[src/rtl/mem_pkg.sv]
// Shared definitions for the MEM stage: control-bit positions, FSM states
// and the MEM/WB payload record.
package mem_pkg;

  localparam int unsigned MEM_READ_BIT      = 1;
  localparam int unsigned MEM_WRITE_BIT     = 0;
  localparam int unsigned WB_MEM_TO_REG_BIT = 1;
  localparam int unsigned WB_REG_WRITE_BIT  = 0;
  localparam int unsigned REG_IDX_W         = 5;

  typedef enum logic {
    IDLE,
    ACCESS
  } state_e;

  typedef struct packed {
    logic                 valid;
    logic [1:0]           ctrl_wb;
    logic [31:0]          read_data;
    logic [31:0]          alu_result;
    logic [REG_IDX_W-1:0] write_reg;
    logic                 error;
  } memwb_t;

endpackage

[src/rtl/mem_wb_reg.sv]
// MEM/WB pipeline register: loads when enabled, a bubble load clears the
// whole slot, and reset clears it synchronously.
module mem_wb_reg
  import mem_pkg::*;
(
  input  logic   clk,
  input  logic   rst_n,
  input  logic   load_en,
  input  logic   bubble,
  input  memwb_t d,
  output memwb_t q
);

  memwb_t slot_q, slot_d;

  always_comb begin
    slot_d = slot_q;
    if (load_en) begin
      slot_d = bubble ? memwb_t'('0) : d;
    end
  end

  always_ff @(posedge clk) begin
    if (!rst_n) begin
      slot_q <= '0;
    end else begin
      slot_q <= slot_d;
    end
  end

  assign q = slot_q;

endmodule

[src/rtl/mem_access_stage.sv]
// Pipeline MEM stage with a req/ready data-memory port, access timeout and
// misalignment detection, feeding the MEM/WB register.
module mem_access_stage
  import mem_pkg::*;
#(
  parameter int unsigned TIMEOUT_CYCLES = 16
) (
  input  logic                 clk,
  input  logic                 rst_n,
  input  logic                 ex_valid,
  input  logic [1:0]           ex_control_mem,
  input  logic [1:0]           ex_control_wb,
  input  logic [31:0]          ex_alu_result,
  input  logic [31:0]          ex_write_data,
  input  logic [REG_IDX_W-1:0] ex_write_reg,
  output logic                 mem_stall,
  output logic                 dmem_req,
  output logic                 dmem_we,
  output logic [31:0]          dmem_addr,
  output logic [31:0]          dmem_wdata,
  input  logic [31:0]          dmem_rdata,
  input  logic                 dmem_ready,
  output logic                 mem_valid,
  output logic [1:0]           mem_control_wb,
  output logic [31:0]          mem_read_data,
  output logic [31:0]          mem_alu_result,
  output logic [REG_IDX_W-1:0] mem_write_reg,
  output logic                 mem_error
);

  localparam logic [7:0] LAST_CNT = 8'(TIMEOUT_CYCLES - 1);

  state_e               state_q, state_d;
  logic [7:0]           cnt_q, cnt_d;
  logic                 req_q, req_d;
  logic                 we_q, we_d;
  logic                 is_read_q, is_read_d;
  logic [31:0]          addr_q, addr_d;
  logic [31:0]          wdata_q, wdata_d;
  logic [1:0]           ctrl_wb_q, ctrl_wb_d;
  logic [REG_IDX_W-1:0] wreg_q, wreg_d;

  logic   is_read, is_write, is_mem, misaligned, stall;
  logic   wb_load, wb_bubble;
  memwb_t wb_d, wb_q;

  always_comb begin
    is_read    = ex_control_mem[MEM_READ_BIT];
    is_write   = ex_control_mem[MEM_WRITE_BIT];
    is_mem     = ex_valid & (is_read | is_write);
    misaligned = is_mem & (ex_alu_result[1:0] != 2'b00);

    state_d   = state_q;
    cnt_d     = cnt_q;
    req_d     = req_q;
    we_d      = we_q;
    is_read_d = is_read_q;
    addr_d    = addr_q;
    wdata_d   = wdata_q;
    ctrl_wb_d = ctrl_wb_q;
    wreg_d    = wreg_q;
    stall     = 1'b0;
    wb_load   = 1'b0;
    wb_bubble = 1'b0;
    wb_d      = '0;

    unique case (state_q)
      IDLE: begin
        wb_load = 1'b1;
        if (is_mem && !misaligned) begin
          // Both control bits set is a read, so we only when write-only.
          stall     = 1'b1;
          wb_bubble = 1'b1;
          state_d   = ACCESS;
          cnt_d     = '0;
          req_d     = 1'b1;
          we_d      = is_write & ~is_read;
          is_read_d = is_read;
          addr_d    = ex_alu_result;
          wdata_d   = ex_write_data;
          ctrl_wb_d = ex_control_wb;
          wreg_d    = ex_write_reg;
        end else begin
          wb_d.valid      = ex_valid;
          wb_d.ctrl_wb    = ex_control_wb;
          wb_d.alu_result = ex_alu_result;
          wb_d.write_reg  = ex_write_reg;
          wb_d.error      = misaligned;
          if (misaligned) begin
            wb_d.ctrl_wb[WB_REG_WRITE_BIT] = 1'b0;
          end
        end
      end

      ACCESS: begin
        wb_d.valid      = 1'b1;
        wb_d.ctrl_wb    = ctrl_wb_q;
        wb_d.alu_result = addr_q;
        wb_d.write_reg  = wreg_q;
        if (dmem_ready) begin
          wb_load        = 1'b1;
          wb_d.read_data = is_read_q ? dmem_rdata : '0;
          req_d          = 1'b0;
          state_d        = IDLE;
        end else if (cnt_q == LAST_CNT) begin
          // Abort: the held instruction retires with its register write killed.
          wb_load                        = 1'b1;
          wb_d.ctrl_wb[WB_REG_WRITE_BIT] = 1'b0;
          wb_d.error                     = 1'b1;
          req_d                          = 1'b0;
          state_d                        = IDLE;
        end else begin
          stall = 1'b1;
          cnt_d = cnt_q + 8'd1;
        end
      end

      default: begin
        state_d = IDLE;
        req_d   = 1'b0;
      end
    endcase
  end

  always_ff @(posedge clk) begin
    if (!rst_n) begin
      state_q   <= IDLE;
      cnt_q     <= '0;
      req_q     <= 1'b0;
      we_q      <= 1'b0;
      is_read_q <= 1'b0;
      addr_q    <= '0;
      wdata_q   <= '0;
      ctrl_wb_q <= '0;
      wreg_q    <= '0;
    end else begin
      state_q   <= state_d;
      cnt_q     <= cnt_d;
      req_q     <= req_d;
      we_q      <= we_d;
      is_read_q <= is_read_d;
      addr_q    <= addr_d;
      wdata_q   <= wdata_d;
      ctrl_wb_q <= ctrl_wb_d;
      wreg_q    <= wreg_d;
    end
  end

  mem_wb_reg u_mem_wb_reg (
    .clk     (clk),
    .rst_n   (rst_n),
    .load_en (wb_load),
    .bubble  (wb_bubble),
    .d       (wb_d),
    .q       (wb_q)
  );

  assign mem_stall      = stall & rst_n;
  assign dmem_req       = req_q;
  assign dmem_we        = we_q;
  assign dmem_addr      = addr_q;
  assign dmem_wdata     = wdata_q;
  assign mem_valid      = wb_q.valid;
  assign mem_control_wb = wb_q.ctrl_wb;
  assign mem_read_data  = wb_q.read_data;
  assign mem_alu_result = wb_q.alu_result;
  assign mem_write_reg  = wb_q.write_reg;
  assign mem_error      = wb_q.error;

endmodule

[config.mk]
export PLATFORM = sky130hd
export DESIGN_NAME = mem_access_stage
export DESIGN_NICKNAME = d
export VERILOG_FILES = /design/src/rtl/mem_pkg.sv /design/src/rtl/mem_wb_reg.sv /design/src/rtl/mem_access_stage.sv
export SDC_FILE = /design/constraint.sdc
export NUM_CORES = 1
export LEC_CHECK = 0
export ABC_CLOCK_PERIOD_IN_PS = 2350
export CELL_PAD_IN_SITES_DETAIL_PLACEMENT = 1
export CELL_PAD_IN_SITES_GLOBAL_PLACEMENT = 2
export CORE_MARGIN = 2
export CORE_UTILIZATION = 24
export CTS_CLUSTER_SIZE = 12
export DETAILED_ROUTE_END_ITERATION = 7
export HOLD_SLACK_MARGIN = 0.1
export PLACE_DENSITY_LB_ADDON = 0.08
export SLEW_MARGIN = 10
export SYNTH_ARGS = -nofsm -noshare
export SYNTH_HDL_FRONTEND = slang
export SYNTH_SLANG_ARGS = --single-unit
[constraint.sdc]
create_clock -name clk -period 2.35 [get_ports clk]
set_input_delay 0.47 -clock clk [delete_from_list [all_inputs] [get_ports clk]]
set_output_delay 0.47 -clock clk [all_outputs]
set_load 0.05 [all_outputs]
==> results.md, run 1 <==
- Status: finished clean
- Cell variety after synth: 36
- Hold_sp: ctrl_wb_q[0]$_SDFFE_PN0P_
- Starting Density: 24.31%
- Post-route cell area: 0.009468 mm^2
- Global route total overflow: 0
- Die Y: 160.7 um
- Placed Cells: 1171
- Ant diodes: 0
- Post-synthesis register bit count: 156
- Nets: 976
- Skew final: 0.01094 ns
- FF-to-FF path depth: 6
- Sequential fraction of the synthesis area: between 50% and 60%
- Gpl congestion: 0.7502
- Post-Synth Adder-Cell Area: 0.2123%
- Worst path buffer plus inverter count: 1
- Post-DRT Antenna Nets: 0
- Core ar.: 0.02425 mm^2
- Largest net degree at the start of global routing: 76
- Number of I/O port buffers: approximately 250
- Post-Route WL: approximately 21000 um
- Vias per cell: 4.646
- Fin util: 39.05%
- Clock latency on the worst-skew pair: 0.43 ns
- Most used DFF post-synth: dfxtp_1
- Final Hold Vio Count: 0
- Pint: roughly 4.8 mW
- Setup_tns: 0 ns
- Fmax: roughly 440 MHz
- # clock sinks: 156
- Synthesized instance count: 624
- Initial antenna violation count: 0
- CP endpoint kind: primary output
- Critical Path Fanout Max: 5
- Synthesized Nets: 734
- Maximum vdd ir drop: 364.5 uV
- Share of cells above drive strength 1: 7.509%
- DRC: 0
- Power, Total: 6.509 mW
- Chip Width: 160.7 um
- Switching pwr: 1.754 mW
- Sequential Power Share: 42.7%
- WHS: 0.4493 ns
- Drt first pass iters: 6
- Source of the worst register-to-register timing path: cnt_q[0]$_SDFFE_PN0P_
- Vias: 5589
- Reg-to-Reg End: u_mem_wb_reg.q[15]$_SDFFE_PN0P_
- Area grow syn2layout: 60.62%
- Async S/R FF share, synth: 0%
- Syn avg cell area: between 9 and 10 um^2
- Die Area: 0.02583 mm^2
- Clock slew at reported path FFs: 0.06 ns
- Combinational fraction of design power: between 10% and 20%
- Number of enable flip-flop cells after synthesis: 0
- Final Cycle Share: 95.73%
- Final worst slack: between 0.1 and 0.15 ns
- Vias in the first global route: between 5000 and 6000
- Worst Path Required: 1.88 ns
- RSZ-0062 raised after global routing: false
- Maxcap violations: 0
- H-Tree Depth: 4
- Crit path DAT: about 1.8 ns
- Initial DRC count: 388
- Post-CTS setup buffer count: 0
- Post-synthesis simple-gate area fraction: 20.31%
- CTS tree: yes
- PD cells: about 690 mW/mm^2
- Count of final setup violators: 0
- FP Rows: 57
- CP Cell Sequence: or4_4 > o21ai_2 > a21boi_2 > buf_12
- Pleak: 3.231 nW
- First-pass GRT wire length: 33470 um
- Final slew viol count: 0
- IO Count: about 250
- Worst path max stage delay: 0.58 ns
- Tightest Pin Transition: 0.5765 ns
- XOR/XNOR Fraction of Synth Area: 0.7429%
- R2R setup slack: 0.48 ns
- Sw frac: 26.95%
- Critical Path Start Type: flip-flop
- Detailed-placement wirelength estimate: around 15000 um
- Relative slew slack: 61.44%
- Hold Path Sink: ctrl_wb_q[0]$_SDFFE_PN0P_
- GRT Overall Usage: ~16%
- Root buffer cell: clkbuf_16
- Clk buf depth: 2
- CTS Buf Count: 17
- Clock Power Share: 43.2%
- Hold Path Class: flip-flop to flip-flop
- Multiplexer share of the synthesized area: less than 1%
- Area after DPL: 0.008870 mm^2
- WL/cell: 17.58 um
- Yosys warning count: 0
- Hold Path Depth: 2
- Hold_buf cts: 0
- Worst path top cell family by delay: simple AND/OR/NAND/NOR gates
- Non-Filler Instances: roughly 1200
- Main combinational cell family by area after synthesis: compound AO/OA/AOI/OAI gates
- Compound-Gate Fraction of Synth Area: 21.72%
- Resize count post-CTS: 0
- Final min period: roughly 2.2 ns
- Worst slack at placement: 0.07447 ns
- Crit Path Class: flip-flop to primary output
- Post-synthesis instance area: 0.005894 mm^2
- CP max stage cell: or4_4
==> worst min-delay path, stage by stage, from the launching register on <==
cell	delay, ns
dfxtp_1	0.30
nand2_1	0.05
a21boi_1	0.05
==> how the worst max path moves through the flow <==
stage	from	end	slack, ns	cells past startpoint
floorplan	ex_alu_result[0]	mem_stall	0.22	5
global placement	ex_control_mem[1]	dmem_wdata[26]$_SDFFE_PN0P_	0.13	7
detailed placement	ex_control_mem[1]	dmem_addr[6]$_SDFFE_PN0P_	0.07	7
CTS	cnt_q[4]$_SDFFE_PN0P_	mem_stall	0.07	4
global route	cnt_q[4]$_SDFFE_PN0P_	mem_stall	0.04	4
finish	cnt_q[4]$_SDFFE_PN0P_	mem_stall	0.10	4
==> Yosys cell counts (2+ instances only) <==
master	number	area [um^2]
mux2i_1	2	20.02
a21boi_0	56	420.4
and3_1	4	25.02
buf_6	3	33.78
o21ai_0	2	10.01
nor3_1	2	10.01
o211a_1	2	20.02
nor4_2	2	25.02
nand4_1	3	18.77
buf_2	6	30.03
nand2b_1	2	12.51
xor2_1	3	26.28
a222oi_1	36	360.4
a22oi_1	32	240.2
clkbuf_1	41	153.9
dfxtp_1	156	3123
nor2_1	9	33.78
a21boi_1	17	127.6
nand3_1	5	25.02
a21oi_1	5	25.02
nand2_1	148	555.5
nor2b_1	69	431.7
nand3b_1	4	30.03
xnor2_1	2	17.52
o21a_1	2	15.01
==> registers in the layout (all words and copies together), names as in the netlist <==
register / cells
u_mem_wb_reg.q: 73
dmem_addr: 32
dmem_wdata: 32
cnt_q: 8
wreg_q: 5
ctrl_wb_q: 2
dmem_req: 1
dmem_we: 1
is_read_q: 1
state_q: 1
==> cells by family after synthesis <==
| logic type | Yosys count |
|---|---|
| adder cells (fa/ha/maj) | 1 |
| buffers and inverters | 50 |
| flip-flops | 156 |
| AND/OR/NAND/NOR | 251 |
| AO/OA/AOI/OAI | 159 |
| multiplexers | 2 |
| XOR/XNOR | 5 |
==> metal layers <==
metal / share of wire (%) / routed length, um / up-vias / track usage [%]
met3: 6.3 / 1328 / 17 / 4.830
met4: 1.6 / 329 / 0 / 4.911
met1: 44 / 9241 / 2734 / 20.55
met2: 48 / 10250 / 157 / 27.14
li1: - / - / 2681 / -
met5: 0 / 0 / - / 0
==> layout by cell type, fill, tap and decap left out, types with 3 or more instances in the layout <==
master	Yosys	routed
nand3_1	5	5
dfxtp_1	156	156
nor2_1	9	9
nand4_1	3	3
clkbuf_16	0	17
a222oi_1	36	36
a21boi_0	56	55
nor2b_1	69	69
a21oi_1	5	3
a21boi_1	17	17
buf_12	0	7
nand2_1	148	148
buf_4	0	20
clkinvlp_4	0	3
nand3b_1	4	4
xor2_1	3	3
and3_1	4	4
clkdlybuf4s50_1	0	246
a22oi_1	32	32
inv_6	0	5
==> area by class of cell <==
type                            instances  area (um^2)
Sequential cell                       156         3123
Timing Repair Buffer                  273         2753
Fill cell                            2763        14780
Multi-Input combinational cell        418         2589
Clock inverter                         13        155.1
Tap cell                              324        405.4
Clock buffer                           19        442.9
==> power by group through the flow <==
stage | clock, mW | sequential (mW) | combinational, mW
finish | 2.81 | 2.78 | 0.919
global route | 3.02 | 2.79 | 0.974
CTS | 2.92 | 2.78 | 0.930
detailed placement | 0 | 2.84 | 0.925
global placement | 0 | 2.83 | 0.913
floorplan | 0 | 3.09 | 0.210
Power figures use the tool's default switching activity.
==> run 2: changes to the inputs <==
CELL_PAD_IN_SITES_GLOBAL_PLACEMENT = 1   (was 2)
CORE_UTILIZATION = 31   (was 24)
==> run 2 against run 1 <==
  * First-iteration DRC count shrank 20%
  * Non-clock buffer count shrank 7
  * Wire length shrank 3.0%
  * Sequential share of layout area grew 0.59 points
  * Clock-buffer cell count grew 3
  * Critical path type unchanged
  * Largest cell class unchanged
==> results.md, run 2 (synthesis results as in run 1) <==
- WL/cell: 18.57 um
- Share of cells above drive strength 1: 6.322%
- Worst path max stage delay: 0.63 ns
- Placed Cells: 1074
- Detailed-placement wirelength estimate: 13760 um
- Skew final: 0.01246 ns
- CP Cell Sequence: or4_4 > o21ai_4 > a21boi_2 > buf_12
- RSZ-0062 raised after global routing: true
- CTS Buf Count: 17
- Most frequent cells in the layout: clkdlybuf4s50_1, dfxtp_1, nand2_1
- Core ar.: 0.01871 mm^2
- Vias per cell: ~5
- Clk buf depth: 2
- Clock slew at reported path FFs: 0.06 ns
- Initial antenna violation count: 0
- Final slew viol count: 0
- Most common cell after layout, fill and taps aside: clkdlybuf4s50_1
- Count of final setup violators: 0
- Hold Path Depth: 2
- Post-Route WL: 20500 um
- Area grow syn2layout: 57.80%
- Final Cycle Share: 97.78%
- Final worst slack: 0.05227 ns
- Initial DRC count: 310
- Chip Width: 141.9 um
- Vias in the first global route: 6055
- First-pass GRT wire length: ~32000 um
- Worst slack at placement: -0.2522 ns
- IO Count: 249
- Fill cells: 2068
- DRC: 0
- Global route total overflow: 0
- Ant diodes: 0
- Largest net degree at the start of global routing: 153
- Die Area: 0.02013 mm^2
- Pleak: 3.198 nW
- Crit Path Class: flip-flop to primary output
- Hold_buf cts: 0
- Final min period: 2.298 ns
- Tightest Pin Transition: between 1 and 1.5 ns
- Post-DRT Antenna Nets: 0
- Root buffer cell: clkbuf_16
- Worst Path Required: 1.88 ns
- Largest register FFs: 73
- FF-to-FF path depth: 5
- Clock latency on the worst-skew pair: 0.42 ns
- H-Tree Depth: 4
- Relative slew slack: between 20% and 30%
- Crit path DAT: 1.83 ns
- Drt first pass iters: 5
- CP endpoint kind: primary output
- Maximum vdd ir drop: roughly 540 uV
- Gpl congestion: ~0.77
- Critical Path Fanout Max: 4
- # clock sinks: 156
- GRT Overall Usage: 19.84%
- Critical Path Start Type: flip-flop
- Maxcap violations: 0
- Power, Total: 6.525 mW
- Vias: 5544
- CP max stage cell: or4_4
- PD cells: 701.5 mW/mm^2
- FP Rows: 50
- Hold Path Class: flip-flop to flip-flop
- CTS tree: yes
- Non-Filler Instances: 1104
- Status: finished clean
- Starting Density: 31.51%
- Die Y: 141.9 um
- Fmax: 435.2 MHz
- Final Hold Vio Count: 0
- R2R setup slack: 0.24 ns
- Number of I/O port buffers: approximately 250
- Nets: 970
-- run 2: cell types whose count changed in the layout (fill, tap and decap cells not counted) --
cell / change
clkinvlp_4: -2
buf_12: -2
inv_6: -5
bufinv_16: +2
clkinv_2: +1
clkbuf_1: +3
nor2_2: +1
o21ai_2: -1
inv_8: -1
o21ai_4: +2
buf_4: -5
nor2_1: -1
clkinv_4: -1
-- run 2: stage by stage --
step	setup TNS, ns	instance area, um^2	utilization [%]	hold slack (ns)
floorplan	0	5898	-	0.4300
global placement	-5.448	8680	46.40	0.4390
detailed placement	-7.538	8680	46.40	0.4593
CTS	0	9278	49.60	0.4674
global route	0	9301	49.73	0.4931
finish	0	9301	49.73	0.4618
-- run 2: repair_timing --
| action | in CTS | in global routing |
|---|---|---|
| setup buffers | 0 | 0 |
| pin swaps | 2 | 1 |
| resized for setup | 1 | 2 |
| setup endpoints to repair | 5 | 36 |
| cloned | 0 | 1 |
-- run 2: final timing paths --
| kind | startpoint | to |
|---|---|---|
| min reg2reg | wreg_q[1]$_SDFFE_PN0P_ | wreg_q[1]$_SDFFE_PN0P_ |
| max reg2reg | cnt_q[0]$_SDFFE_PN0P_ | u_mem_wb_reg.q[24]$_SDFFE_PN0P_ |
| min | wreg_q[1]$_SDFFE_PN0P_ | wreg_q[1]$_SDFFE_PN0P_ |
| max | cnt_q[7]$_SDFFE_PN0P_ | mem_stall |
-- run 2: power breakdown --
| group | leakage, nW | internal [mW] | switching, mW |
|---|---|---|---|
| Sequential | 1.27 | 2.73 | 0.0486 |
| Combinational | 1.64 | 0.402 | 0.508 |
| Clock | 0.286 | 1.79 | 1.05 |
| Total | 3.20 | 4.92 | 1.61 |
-- run 2: critical path, delay by kind of cell, from the launching register on --
kind	cells	cell delay [ns]
buf+inv	1	0.16
flops	1	0.34
simple gates	1	0.63
compound gates	2	0.28
-- run 2: final cells by class --
class                   instances  area [um^2]  share of cell area, %
clock buffers                  22        454.2                  4.883
flip-flops and latches        156         3123                  33.58
clock inverters                 7        141.4                  1.520
multi-input cells             419         2615                  28.11
repair buffers                266         2675                  28.76
well taps                     234        292.8                  3.148
-- run 2: routing by layer --
layer  GRT usage, %  part of all wire, %  wire, um
met5              0                    0         0
met3          7.222                  7.9      1615
met2          35.51                   50     10260
met4          5.895                  1.2       255
met1          22.05                   41      8373
==> run 3: changes to the inputs <==
ABC_CLOCK_PERIOD_IN_PS = not set   (was 2350)
==> results of run 3 <==
No change in the layout: final DEF, timing and power equal those of run 2.
